**config.mk**
```make
export PLATFORM = sky130hd
export DESIGN_NAME = hub75_panel_rx
export DESIGN_NICKNAME = d
export VERILOG_FILES = /design/src/rtl/hub75_pkg.sv /design/src/rtl/hub75_shift_chain.sv /design/src/rtl/hub75_panel_rx.sv
export SDC_FILE = /design/constraint.sdc
export NUM_CORES = 1
export LEC_CHECK = 0
export CAP_MARGIN = 40
export CORE_MARGIN = 5
export CORE_UTILIZATION = 53
export CTS_CLUSTER_DIAMETER = 60
export DETAILED_ROUTE_END_ITERATION = 10
export GPL_TIMING_DRIVEN = 0
export PLACE_DENSITY = 0.78
export SLEW_MARGIN = 20
export SYNTH_ARGS = -nofsm -noshare
export SYNTH_HDL_FRONTEND = slang
export SYNTH_SLANG_ARGS = --single-unit
```
**constraint.sdc**
```tcl
create_clock -name clk -period 2.9 [get_ports clk]
set_clock_uncertainty 0.2 [all_clocks]
set_input_delay 0.58 -clock clk [delete_from_list [all_inputs] [get_ports clk]]
set_output_delay 0.58 -clock clk [all_outputs]
set_load 0.05 [all_outputs]
```
**src/rtl/hub75_pkg.sv**
```systemverilog
// hub75_pkg: shared types and sizing helper for the HUB75 panel receiver
package hub75_pkg;
  typedef logic [2:0] rgb_t;
  typedef enum logic {DARK, LIT} lit_state_t;
  function automatic int cnt_w_for(input int length);
    return $clog2(length + 2);
  endfunction
endpackage

```
**src/rtl/hub75_shift_chain.sv**
```systemverilog
// hub75_shift_chain: serial rgb shift chain with latched display register
module hub75_shift_chain
  import hub75_pkg::*;
#(
  parameter int length = 5
) (
  input  logic                  clk,
  input  logic                  reset_b,
  input  logic                  sclk_rise,
  input  rgb_t                  din,
  input  logic                  latch_rise,
  output logic [3*length-1:0]   disp
);
  logic [3*length-1:0] chain, chain_nx;
  always_comb chain_nx = sclk_rise ? {chain[3*length-4:0], din} : chain;
  always_ff @(posedge clk)
    if (!reset_b) begin
      chain <= '0;
      disp  <= '0;
    end else begin
      chain <= chain_nx;
      if (latch_rise) disp <= chain_nx;
    end
endmodule

```
**src/rtl/hub75_panel_rx.sv**
```systemverilog
// hub75_panel_rx: decodes HUB75 scanner signals into lit rows, pixel words and lit time
module hub75_panel_rx
  import hub75_pkg::*;
#(
  parameter int length   = 5,
  parameter int scan_bit = 2,
  parameter int cnt_w    = 16
) (
  input  logic                clk,
  input  logic                reset_b,
  input  logic [2:0]          rgb1,
  input  logic [2:0]          rgb2,
  input  logic                sclk,
  input  logic                latch,
  input  logic                oe_b,
  input  logic [scan_bit-1:0] select,
  output logic                lit_valid,
  output logic [scan_bit-1:0] lit_row,
  output logic [3*length-1:0] lit_data1,
  output logic [3*length-1:0] lit_data2,
  output logic [cnt_w-1:0]    lit_cycles,
  output logic                err_count,
  output logic                err_select
);
  localparam int sc_w = cnt_w_for(length);
  localparam logic [sc_w-1:0] sc_max = sc_w'(length + 1);
  localparam logic [sc_w-1:0] sc_len = sc_w'(length);
  rgb_t                rgb1_s, rgb2_s;
  logic                sclk_s, latch_s, oe_b_s, sclk_p, latch_p;
  logic                sclk_rise, latch_rise;
  logic [scan_bit-1:0] select_s, row_q;
  logic [sc_w-1:0]     shift_cnt, cnt_nx;
  logic [cnt_w-1:0]    cyc;
  lit_state_t          state, state_nx;
  always_ff @(posedge clk)
    if (!reset_b) begin
      rgb1_s   <= '0;
      rgb2_s   <= '0;
      sclk_s   <= 1'b0;
      latch_s  <= 1'b0;
      oe_b_s   <= 1'b1;
      select_s <= '0;
      sclk_p   <= 1'b0;
      latch_p  <= 1'b0;
    end else begin
      rgb1_s   <= rgb1;
      rgb2_s   <= rgb2;
      sclk_s   <= sclk;
      latch_s  <= latch;
      oe_b_s   <= oe_b;
      select_s <= select;
      sclk_p   <= sclk_s;
      latch_p  <= latch_s;
    end
  always_comb begin
    sclk_rise  = sclk_s & ~sclk_p;
    latch_rise = latch_s & ~latch_p;
    cnt_nx     = (sclk_rise && shift_cnt != sc_max) ? shift_cnt + 1'b1 : shift_cnt;
    state_nx   = oe_b_s ? DARK : LIT;
  end
  always_ff @(posedge clk)
    if (!reset_b) begin
      state      <= DARK;
      shift_cnt  <= '0;
      row_q      <= '0;
      cyc        <= '0;
      lit_valid  <= 1'b0;
      lit_row    <= '0;
      lit_cycles <= '0;
      err_count  <= 1'b0;
      err_select <= 1'b0;
    end else begin
      state     <= state_nx;
      lit_valid <= 1'b0;
      shift_cnt <= latch_rise ? '0 : cnt_nx;
      if (latch_rise && cnt_nx != sc_len) err_count <= 1'b1;
      if (state == DARK && !oe_b_s) begin
        row_q <= select_s;
        cyc   <= cnt_w'(1);
      end
      if (state == LIT && oe_b_s) begin
        lit_valid  <= 1'b1;
        lit_row    <= row_q;
        lit_cycles <= cyc;
      end
      if (state == LIT && !oe_b_s) begin
        cyc <= cyc + cnt_w'(cyc != '1);
        if (select_s != row_q) err_select <= 1'b1;
      end
    end
  hub75_shift_chain #(.length(length)) u_chain1 (
    .clk(clk), .reset_b(reset_b), .sclk_rise(sclk_rise), .din(rgb1_s),
    .latch_rise(latch_rise), .disp(lit_data1)
  );
  hub75_shift_chain #(.length(length)) u_chain2 (
    .clk(clk), .reset_b(reset_b), .sclk_rise(sclk_rise), .din(rgb2_s),
    .latch_rise(latch_rise), .disp(lit_data2)
  );
endmodule

```
==> summary.txt <==
Status
  – Run status: complete, no violations

Synth
  – Largest family of logic cells by synthesized area: simple AND/OR/NAND/NOR gates
  – Multiplexer share of the synthesized area: 0.0710
  – Synthesized-area fraction occupied by adder cells: 0.0115
  – Post-synthesis compound-gate area fraction: 0.122
  – Share of flip-flops with an asynchronous set or reset: 0
  – Synthesized net count: 457
  – Synthesized area divided by synthesized cell count: 9.93 um^2
  – Xor-xnor portion of the synthesized cell area: 0.0321
  – Number of enable flip-flop cells after synthesis: 0
  – Number of instances in the synthesized netlist: 440
  – Sequential element share of the synthesized area: 0.532
  – Number of warnings reported in the yosys synthesis log: 0
  – Most used flip-flop cell after synthesis: sky130_fd_sc_hd__dfxtp_1
  – Distinct cells, synth: 35
  – Post-synthesis instance area: 4370 um^2
  – FF+latch count, synth: 116
  – Share of synthesized cell area in and, or, nand and nor gates: 0.199

Die
  – Initial core utilization: 0.537
  – Total number of placement rows: 33
  – Vertical die dimension: 101 um
  – Width of the chip: 101 um
  – Floorplan Core Area: 8130 um^2
  – Total I/O pin count: 64
  – Full die area: 10200 um^2

Drt
  – Detailed Route Iter0 Violations: 92
  – ANT nets after route: 0
  – Wl on met1: 4430 um
  – Sum of met3 wire segment lengths after detailed routing: ~480 um
  – Drt pass-1 iters: 5
  – Via total after detailed routing: 3316
  – Detailed-routed wire length on met2: ~4500 um
  – Total wire length after detailed routing: approximately 9500 um
  – Uppermost signal routing layer after detailed routing: met4
  – Detail-routed net length per standard cell: 14.9 um
  – Post-route DRC: 0
  – Via-to-Cell Ratio: 5.18

Critical path
  – Stage delay of the slowest cell on the critical path: 0.83 ns
  – Critical path buffer and inverter count: 1
  – Crit path to: lit_data1[6]
  – Critical path endpoint category: output port
  – Worst R2R Setup Slack: 0.53 ns
  – Number of cells on the worst reg-to-reg path: 8
  – Cell with the biggest individual delay on the critical path: sky130_fd_sc_hd__clkdlybuf4s50_1
  – Top delay family on crit path: buffers and inverters
  – FF-to-FF Start: cyc[7]
  – Required time of the critical path: 2.12 ns
  – Launching instance or port of the critical path: u_chain1.disp[6]
  – Worst Setup Path Type: reg -> out
  – CP Max Fanout: 2
  – Cell-by-cell listing of the critical path: clkdlybuf4s50_1
  – Count of cell instances traversed by the critical path: 1
  – Crit start category: register
  – Data arrival time of the critical path: 1.71 ns
  – Reg-to-reg critical path endpoint: cyc[14]

STA
  – Max-slew violation count: 0
  – Worst slew slack as a fraction of its limit: 0.647
  – Accumulated negative setup slack: 0 ns
  – Final setup violating endpoints: 0
  – Final count of hold timing violations: 0
  – Clock period minus final worst setup slack: 2.49 ns
  – Max frequency: 402 MHz
  – Fin crit share: 0.857
  – Tightest Pin Transition: 0.527 ns
  – RSZ-0062 raised after global routing: false

Power and ir drop
  – Ratio of total power to cell area: 716 nW/um^2
  – IR drop worst, VDD: 0.436 mV
  – Leakage dissipation: 2.41 nW

Layout
  – Post-route core utilization: 0.705
  – Share of final-layout standard cells stronger than drive strength 1: 0.0748
  – Most common cell after layout, fill and taps aside: sky130_fd_sc_hd__dfxtp_1
  – Layout fillers: 614
  – Area of the multi-input gates: 1900 um^2
  – Top library cells by usage in the layout, fill and taps aside: 116 x sky130_fd_sc_hd__dfxtp_1, 76 x sky130_fd_sc_hd__nand2_1, 63 x sky130_fd_sc_hd__clkdlybuf4s50_1, 39 x sky130_fd_sc_hd__nor2b_1, 31 x sky130_fd_sc_hd__mux2i_1
  – Layout Area Growth over Synthesis: 31.3%
  – Final #Nets: 539
  – Footprint of the flip-flops and latches: 2320 um^2
  – Antenna Diode Count: 0

Clocking
  – Number of clock buffers inserted by TritonCTS: 17
  – Post-CTS clock slew at the launch and capture registers of the worst setup and hold paths: roughly 0.050 ns
  – Post-cts hold buffer count: 0
  – Clock tree from TritonCTS: built
  – Clock Sink Count: 116
  – CTS root buffer: sky130_fd_sc_hd__clkbuf_8
  – Number of setup buffers added after CTS: 0
  – Source-to-sink clock delay at the later pin of the worst-skew pair: 0.51 ns
  – Max H-tree Level: 4
  – Max clock buf depth: 2
  – Number of gates given a new drive strength after cts: 0

Placed design
  – Gpl congestion: 0.796
  – HPWL after detailed placement: around 6500 um
  – Port-buffer cells: 63

Min path
  – Path class of the lowest-slack min-delay path: reg -> reg

Global route
  – Pin count of the biggest net entering global routing: 17
  – Via count of the first global-routing pass: 3244
  – Total global routing overflow: 0
  – First-pass GRT wire length: 15900 um
  – Overall track demand over capacity in global routing: 0.201
  – Initial antenna violation count: 0

Run
  – Max Cap Viol: 0
sequential cells by signal, summed over array words and instances (netlist names):
name / cells
rgb1_s: 3
latch_s: 1
oe_b_s: 1
lit_row: 2
shift_cnt: 3
lit_cycles: 16
sclk_s: 1
rgb2_s: 3
u_chain1.chain: 15
latch_p: 1
err_count: 1
u_chain2.disp: 15
sclk_p: 1
lit_valid: 1
state: 1
select_s: 2
row_q: 2
u_chain1.disp: 15
err_select: 1
u_chain2.chain: 15
cyc: 16
per-stage QoR:
stage / instance area [um^2] / power [mW] / instances / setup slack [ns] / hold WS, ns
after global placement: 5130 / 2.02 / 608 / 0.224 / 0.230
after global routing: 5740 / 4.23 / 640 / 0.316 / 0.280
after detailed placement: 5130 / 2.03 / 608 / 0.197 / 0.240
final: 5740 / 4.11 / 640 / 0.415 / 0.246
after floorplan: 4370 / 1.92 / 440 / 0.873 / 0.221
after CTS: 5740 / 4.13 / 640 / 0.408 / 0.252
power by group:
group | leakage, nW | internal (mW) | switching [mW] | total [mW]
Sequential | 0.944 | 1.64 | 0.0268 | 1.67
Combinational | 1.17 | 0.126 | 0.205 | 0.331
Clock | 0.294 | 1.39 | 0.719 | 2.11
synth_stat cells, drive strengths merged, types with 2 or more instances:
cell / number / area share
nor4: 2 / 0.0029
dfxtp: 116 / 0.53
nand2: 76 / 0.065
nand3: 5 / 0.0057
a21boi: 20 / 0.034
and2: 14 / 0.020
nor3: 5 / 0.0057
o21ai: 5 / 0.0057
nor2b: 39 / 0.056
nand2b: 2 / 0.0029
o211a: 30 / 0.069
nor2: 17 / 0.015
buf: 9 / 0.0095
a21oi: 3 / 0.0034
mux2i: 31 / 0.071
inv: 8 / 0.0069
nand4: 5 / 0.012
a31oi: 3 / 0.0043
ha: 4 / 0.011
clkbuf: 19 / 0.016
xor2: 5 / 0.010
nand4b: 2 / 0.0040
xnor2: 11 / 0.022
and3: 2 / 0.0029
routing by layer:
layer,global-route usage,vias up
li1,-,1644
met1,0.264,1587
met2,0.313,78
met3,0.0651,7
met4,0.0653,0
met5,0,-
worst min-delay path by stage:
stage / startpoint / to / slack (ns) / cells after the start
global placement: latch_s / latch_p / 0.23 / 1
finish: latch_s / latch_p / 0.25 / 1
floorplan: latch_s / latch_p / 0.22 / 1
CTS: latch_s / latch_p / 0.25 / 1
detailed placement: latch_s / latch_p / 0.24 / 1
global route: lit_cycles[5] / lit_cycles[5] / 0.28 / 2
worst reg2reg max path, stage by stage, from the launching register on:
cell and delay, ns:
sky130_fd_sc_hd__dfxtp_1 0.44, sky130_fd_sc_hd__nand4_2 0.19, sky130_fd_sc_hd__nor3_1 0.41, sky130_fd_sc_hd__nand4_1 0.19, sky130_fd_sc_hd__ha_1 0.24, sky130_fd_sc_hd__nand4b_1 0.21, sky130_fd_sc_hd__or2_0 0.18, sky130_fd_sc_hd__or4_1 0.12
sky130_fd_sc_hd__a21oi_1 0.06
kinds of logic after synthesis:
group,Yosys count
buffers and inverters,36
AO/OA/AOI/OAI,64
XOR/XNOR,16
flip-flops,116
AND/OR/NAND/NOR,173
multiplexers,31
adder cells (fa/ha/maj),4
area by class of cell:
cell class,count,share of cell area
tap,105,0.0229
buffer,28,0.0196
multi-input combinational,288,0.332
inverter,8,0.00524
clock buffer,18,0.0729
clock inverter,14,0.0325
timing repair buffer,63,0.110
sequential,116,0.405
Power figures use the tool's default switching activity.
==> patch 1 (same settings) <==
`length` is set to 5 in 2 places; all go to 6.
--- a/src/rtl/hub75_shift_chain.sv
+++ b/src/rtl/hub75_shift_chain.sv
@@ -2,7 +2,7 @@
 module hub75_shift_chain
   import hub75_pkg::*;
 #(
-  parameter int length = 5
+  parameter int length = 6
 ) (
   input  logic                  clk,
   input  logic                  reset_b,
--- a/src/rtl/hub75_panel_rx.sv
+++ b/src/rtl/hub75_panel_rx.sv
@@ -2,7 +2,7 @@
 module hub75_panel_rx
   import hub75_pkg::*;
 #(
-  parameter int length   = 5,
+  parameter int length   = 6,
   parameter int scan_bit = 2,
   parameter int cnt_w    = 16
 ) (
Ports: changed (resized lit_data1 and lit_data2); port bits go from 64 to 70. The function was not compared with the original's and may differ.
==> patch 1 against the original RTL <==
- synthesized area grew 9.3%
- critical path depth is 7 higher
- design area increased by 7.7%
- sequential cell count grew 12
- worst hold slack gained 0.0060 ns
- total power increased by 3.1%
- wire length up 6.4%
- setup slack got worse by 0.011 ns
==> patch 1: results (changes against the original RTL) <==
Global routing
  – Met3 Resource Use GR: 0.0567 (-0.00833)
  – GR Util met2: 0.320 (+0.00678)
  – Overall global routing resource usage: 0.188 (-0.0132)
  – GR met1 Demand/Resource: 0.224 (-0.0392)
  – Vias in the first global route: 3712 (+14%)
  – Global-route wire length before repair: 17100 µm (+7.9%)
  – Antenna violations before repair: 0 (unchanged)

Yosys
  – Seq/Total Area, Yosys: 0.537 (+0.00519)
  – Synth top cells by count: 128 x dfxtp_1, 80 x nand2_1, 42 x nor2b_1, 38 x mux2i_1, 36 x o211a_1
  – Synth top area cells: dfxtp_1 54%, mux2i_1 8.0%, o211a_1 7.5%, nand2_1 6.3%, nor2b_1 5.5%

Final layout
  – Storage cell area: 2560 µm² (+10%)
  – Clk_buf instances: 23 (+5)
  – Non-clk bufs: 100 (+9.9%)
  – Inverters: 1 (-7)
  – Buffering overhead: 0.132 (+0.00254)
  – Layout cells sized above 1: 0.0738 (-0.000953)
  – Final #Nets: 573 (+6.3%)
  – Area of the multi-input gates: 2080 µm² (+9.4%)
  – Seq_cells: 128 (+10%)
  – Fillers: 686 (+12%)
  – Multi-input gates: 308 (+6.9%)
  – Clk tree area frac: 0.0930 (-0.0124)

Drt
  – Via count: 3575 (+7.8%)
  – Starting DRT DRC Count: 143 (+55%)
  – Drt first pass iters: 4 (-1)
  – Avg WL per Cell: 15.0 µm (+0.61%)

Clock tree
  – Resize count post-CTS: 0 (unchanged)
  – Clk buf depth: 2 (unchanged)
  – CTS Buf Count: 17 (unchanged)
  – Clock transition at path regs: 0.06 ns

Critical path
  – Max FO, Critical Path: 7 (+5)
  – Max stage delay on crit path: 0.53 ns (-0.30 ns)
  – Crit path DAT: 2.67 ns (+0.96 ns)
  – Cell family with most CP delay: simple AND/OR/NAND/NOR gates
  – Slowest-stage cell, CP: or3_2

Outcome
  – Status: completed

STA
  – Rel. slew slack: 0.592 (-0.0557)
  – Final worst slack: 0.404 ns (-0.0111 ns)

Placed design
  – I/O Buffers: 69 (+9.5%)
  – Gpl congestion: 0.894 (+12%)
  – Hpwl dp: 7110 µm (+10%)

Power
  – Peak supply drop: 0.000409 V (-6.1%)
  – LEAKAGE: 2.61 nW (+8.2%)
-- patch 1: changes by cell type after synthesis, sizes merged, moves of 4 or more --
cell / change
dfxtp: +12
inv: -7
mux2i: +7
o211a: +6
nand4: +5
nand2: +4
xnor2: -4
-- patch 1: cell families after synthesis --
kind of cell | count (synthesis) | synth area share
and+or+nand+nor | 180 | 0.192
DFF | 128 | 0.537
AOI/OAI and AO/OA | 72 | 0.128
muxes | 38 | 0.0797
buffers and inverters | 32 | 0.0270
xor gates and xnor gates | 14 | 0.0257
adders and majority gates | 4 | 0.0105
-- patch 1: metrics by stage --
step | cells | cell area [µm²] | hold slack (ns) | utilization
2_1_floorplan | 468 | 4770 | 0.221 | -
3_3_place_gp | 645 | 5600 | 0.233 | 0.639
3_5_place_dp | 645 | 5600 | 0.243 | 0.639
4_1_cts | 677 | 6170 | 0.252 | 0.705
5_1_grt | 677 | 6170 | 0.283 | 0.705
6_report | 677 | 6170 | 0.252 | 0.705
-- patch 1: power by group --
group | switching [mW] | internal [mW]
Sequential | 0.0299 | 1.81
Combinational | 0.229 | 0.140
Clock | 0.735 | 1.29
Total | 0.994 | 3.24
-- patch 1: final timing paths --
check	startpoint	to
setup / recovery	cyc[5]$_SDFFE_PN0P_	cyc[4]$_SDFFE_PN0P_
hold / removal	latch_s$_SDFF_PN0_	latch_p$_SDFF_PN0_
setup reg to reg	cyc[5]$_SDFFE_PN0P_	cyc[4]$_SDFFE_PN0P_
hold reg to reg	latch_s$_SDFF_PN0_	latch_p$_SDFF_PN0_
-- patch 1: metal layers --
layer | wire length [µm] | up-vias
met2 | 5030 | 79
met3 | 451 | 14
met1 | 4520 | 1710
met4 | 131 | 0
li1 | - | 1772
met5 | 0 | -
==> patch 2 (same flow settings) <==
Without the edit above. Reset style: asynchronous (`reset_b`), changed in 3 clocked blocks.
--- a/src/rtl/hub75_shift_chain.sv
+++ b/src/rtl/hub75_shift_chain.sv
@@ -13,7 +13,7 @@
 );
   logic [3*length-1:0] chain, chain_nx;
   always_comb chain_nx = sclk_rise ? {chain[3*length-4:0], din} : chain;
-  always_ff @(posedge clk)
+  always_ff @(posedge clk or negedge reset_b)
     if (!reset_b) begin
       chain <= '0;
       disp  <= '0;
--- a/src/rtl/hub75_panel_rx.sv
+++ b/src/rtl/hub75_panel_rx.sv
@@ -32,7 +32,7 @@
   logic [sc_w-1:0]     shift_cnt, cnt_nx;
   logic [cnt_w-1:0]    cyc;
   lit_state_t          state, state_nx;
-  always_ff @(posedge clk)
+  always_ff @(posedge clk or negedge reset_b)
     if (!reset_b) begin
       rgb1_s   <= '0;
       rgb2_s   <= '0;
@@ -58,7 +58,7 @@
     cnt_nx     = (sclk_rise && shift_cnt != sc_max) ? shift_cnt + 1'b1 : shift_cnt;
     state_nx   = oe_b_s ? DARK : LIT;
   end
-  always_ff @(posedge clk)
+  always_ff @(posedge clk or negedge reset_b)
     if (!reset_b) begin
       state      <= DARK;
       shift_cnt  <= '0;
Check against the original RTL: differs if reset_b is asserted again (counterexample within 4 cycles, from zero or initial values and one cycle with reset_b low); with reset_b held inactive, the same outputs for 10 cycles.
==> patch 2 against the original RTL <==
- maximum frequency fell by 0.25%
- sequential cell count unchanged
- critical endpoint is now lit_data1[14]
- setup slack got worse by 0.0062 ns
- non-clock buffer count shrank 9
- synthesized area up 4.6%
- design area is 4.5% higher
- wire length is 0.50% higher
- sequential share of layout area rose by 8.0 points
- first-iteration DRC count grew 68%
- synthesized cell count down 12%
Power is not compared: it rests on default switching activity, and its combinational part moved more than twofold at a synthesized area within 25%.
==> patch 2: results (changes against the original RTL) <==
Outcome
  – Status: completed

Clock tree
  – Clk_lat worst skew: 0.51 ns (about the same)
  – Clock transition at path regs: 0.06 ns
  – H-tree Lvls: 4 (unchanged)
  – Setup Buffers After CTS: 0 (unchanged)
  – CTS Buf Count: 17 (unchanged)
  – Clk buf depth: 2 (unchanged)
  – Root Driver: clkbuf_8

Yosys
  – Ys flop type: dfrtp_1
  – Seq/Total Area, Yosys: 0.636 (+0.104)
  – Ys Warns: 0 (unchanged)
  – Yosys cell types: 35 (unchanged)
  – Synth top area cells: dfrtp_1 63%, mux2_2 9.6%, nand2_1 8.2%, mux2_1 1.7%, o21ai_0 1.4%
  – Synth Net Count: 403 (-12%)
  – Post-synth ARST share: 1.00 (+1.00)
  – Yosys top cell area share: 0.630 (+0.0983)
  – Synth top cells by count: 115 x dfrtp_1, 100 x nand2_1, 39 x mux2_2, 17 x nor2_1, 13 x o21ai_0

Drt
  – Starting DRT DRC Count: 155 (+68%)
  – Avg WL per Cell: 16.3 µm (+9.4%)
  – Via count: 3089 (-6.8%)
  – Drt first pass iters: 4 (-1)

Global routing
  – Antenna violations before repair: 0 (unchanged)
  – Global-route wire length before repair: 16200 µm (+1.9%)
  – Largest net degree at the start of global routing: 63 (+46)
  – Overall global routing resource usage: 0.202 (+0.00124)
  – Vias in the first global route: 3362 (+3.6%)

Final layout
  – Final #Nets: 487 (-9.6%)
  – Ant diodes: 0 (unchanged)
  – Layout cells sized above 1: 0.184 (+0.109)
  – Largest regs: cyc (16), lit_cycles (16)

STA
  – Least-Margin Pin Slew: 0.632 ns (+0.105 ns)

Power
  – LEAKAGE: 2.75 nW
  – Peak supply drop: 0.000442 V

Critical path
  – Max FO, Critical Path: 2 (unchanged)
  – Max stage delay on crit path: 0.82 ns
  – Cell family with most CP delay: buffers and inverters
  – Crit path DAT: 1.71 ns (about the same)
  – R2R Setup Slk: 0.58 ns (+0.05 ns)
  – Slowest-stage cell, CP: clkdlybuf4s50_1

Worst hold path
  – HP Class: flip-flop to flip-flop

Placed design
  – Gpl congestion: 0.789 (-0.93%)
  – Hpwl dp: 6320 µm (-2.1%)
  – I/O Buffers: 63 (unchanged)
  – DP Area: 5360 µm² (+4.5%)
==> patch 2: layer usage <==
metal  global-route usage  vias up  wire (µm)
li1                     -     1449          -
met1                0.241     1550       4030
met2                0.347       72       4970
met3               0.0555       18        425
met4               0.0827        0        138
met5                    0        -          0
==> patch 2: cell families (layout without fill, tap and decap cells) <==
kind of cell / Yosys count / in the layout / synth area share
adders and majority gates: 4 / 4 / 0.0110
muxes: 49 / 49 / 0.120
buffers and inverters: 26 / 123 / 0.0233
AOI/OAI and AO/OA: 29 / 29 / 0.0378
and+or+nand+nor: 152 / 152 / 0.153
xor gates and xnor gates: 10 / 10 / 0.0192
DFF: 116 / 116 / 0.636
==> patch 2: area by class of cell <==
| class | count | area, µm² |
|---|---|---|
| flip-flops and latches | 116 | 2900 |
| fillers | 579 | 2310 |
| multi-input cells | 244 | 1560 |
| repair buffers | 65 | 669 |
| clock buffers | 24 | 500 |
| well taps | 105 | 131 |
| clock inverters | 8 | 120 |
| plain buffers | 17 | 72.6 |
| inverters | 9 | 33.8 |
==> patch 2: path summary, 6_finish.rpt <==
path / to / depth (start not counted) / startpoint
worst max-delay path: lit_data1[14] / 1 / u_chain1.disp[14]$_DFFE_PN0P_
worst min register to register: latch_p$_DFF_PN0_ / 0 / latch_s$_DFF_PN0_
worst min-delay path: latch_p$_DFF_PN0_ / 0 / latch_s$_DFF_PN0_
max in group asynchronous: oe_b_s$_DFF_PN1_ / 3 / reset_b
min in group asynchronous: u_chain2.disp[12]$_DFFE_PN0P_ / 2 / reset_b
worst max register to register: cyc[14]$_DFFE_PN0P_ / 8 / cyc[7]$_DFFE_PN0P_
==> patch 2: what timing repair did <==
item | 4_1_cts | 5_1_grt
gates resized for setup | 0 | 0
hold buffers | 1 | 0
hold endpoints to repair | 54 | 0
==> patch 2: report_power, final <==
group          switching, mW  internal (mW)
Clock                  0.689           1.44
Combinational          0.808          0.447
Sequential             0.163           1.92
==> patch 2: per-stage QoR <==
| step | power (mW) | hold slack [ns] | setup slack (ns) | cells |
|---|---|---|---|---|
| after floorplan | 2.90 | 0.0844 | 0.894 | 386 |
| after global placement | 3.31 | 0.177 | -3.20 | 554 |
| after detailed placement | 3.36 | 0.202 | 0.604 | 555 |
| after CTS | 5.51 | 0.209 | 0.383 | 588 |
| after global routing | 5.70 | 0.229 | 0.352 | 588 |
| final | 5.47 | 0.202 | 0.409 | 588 |
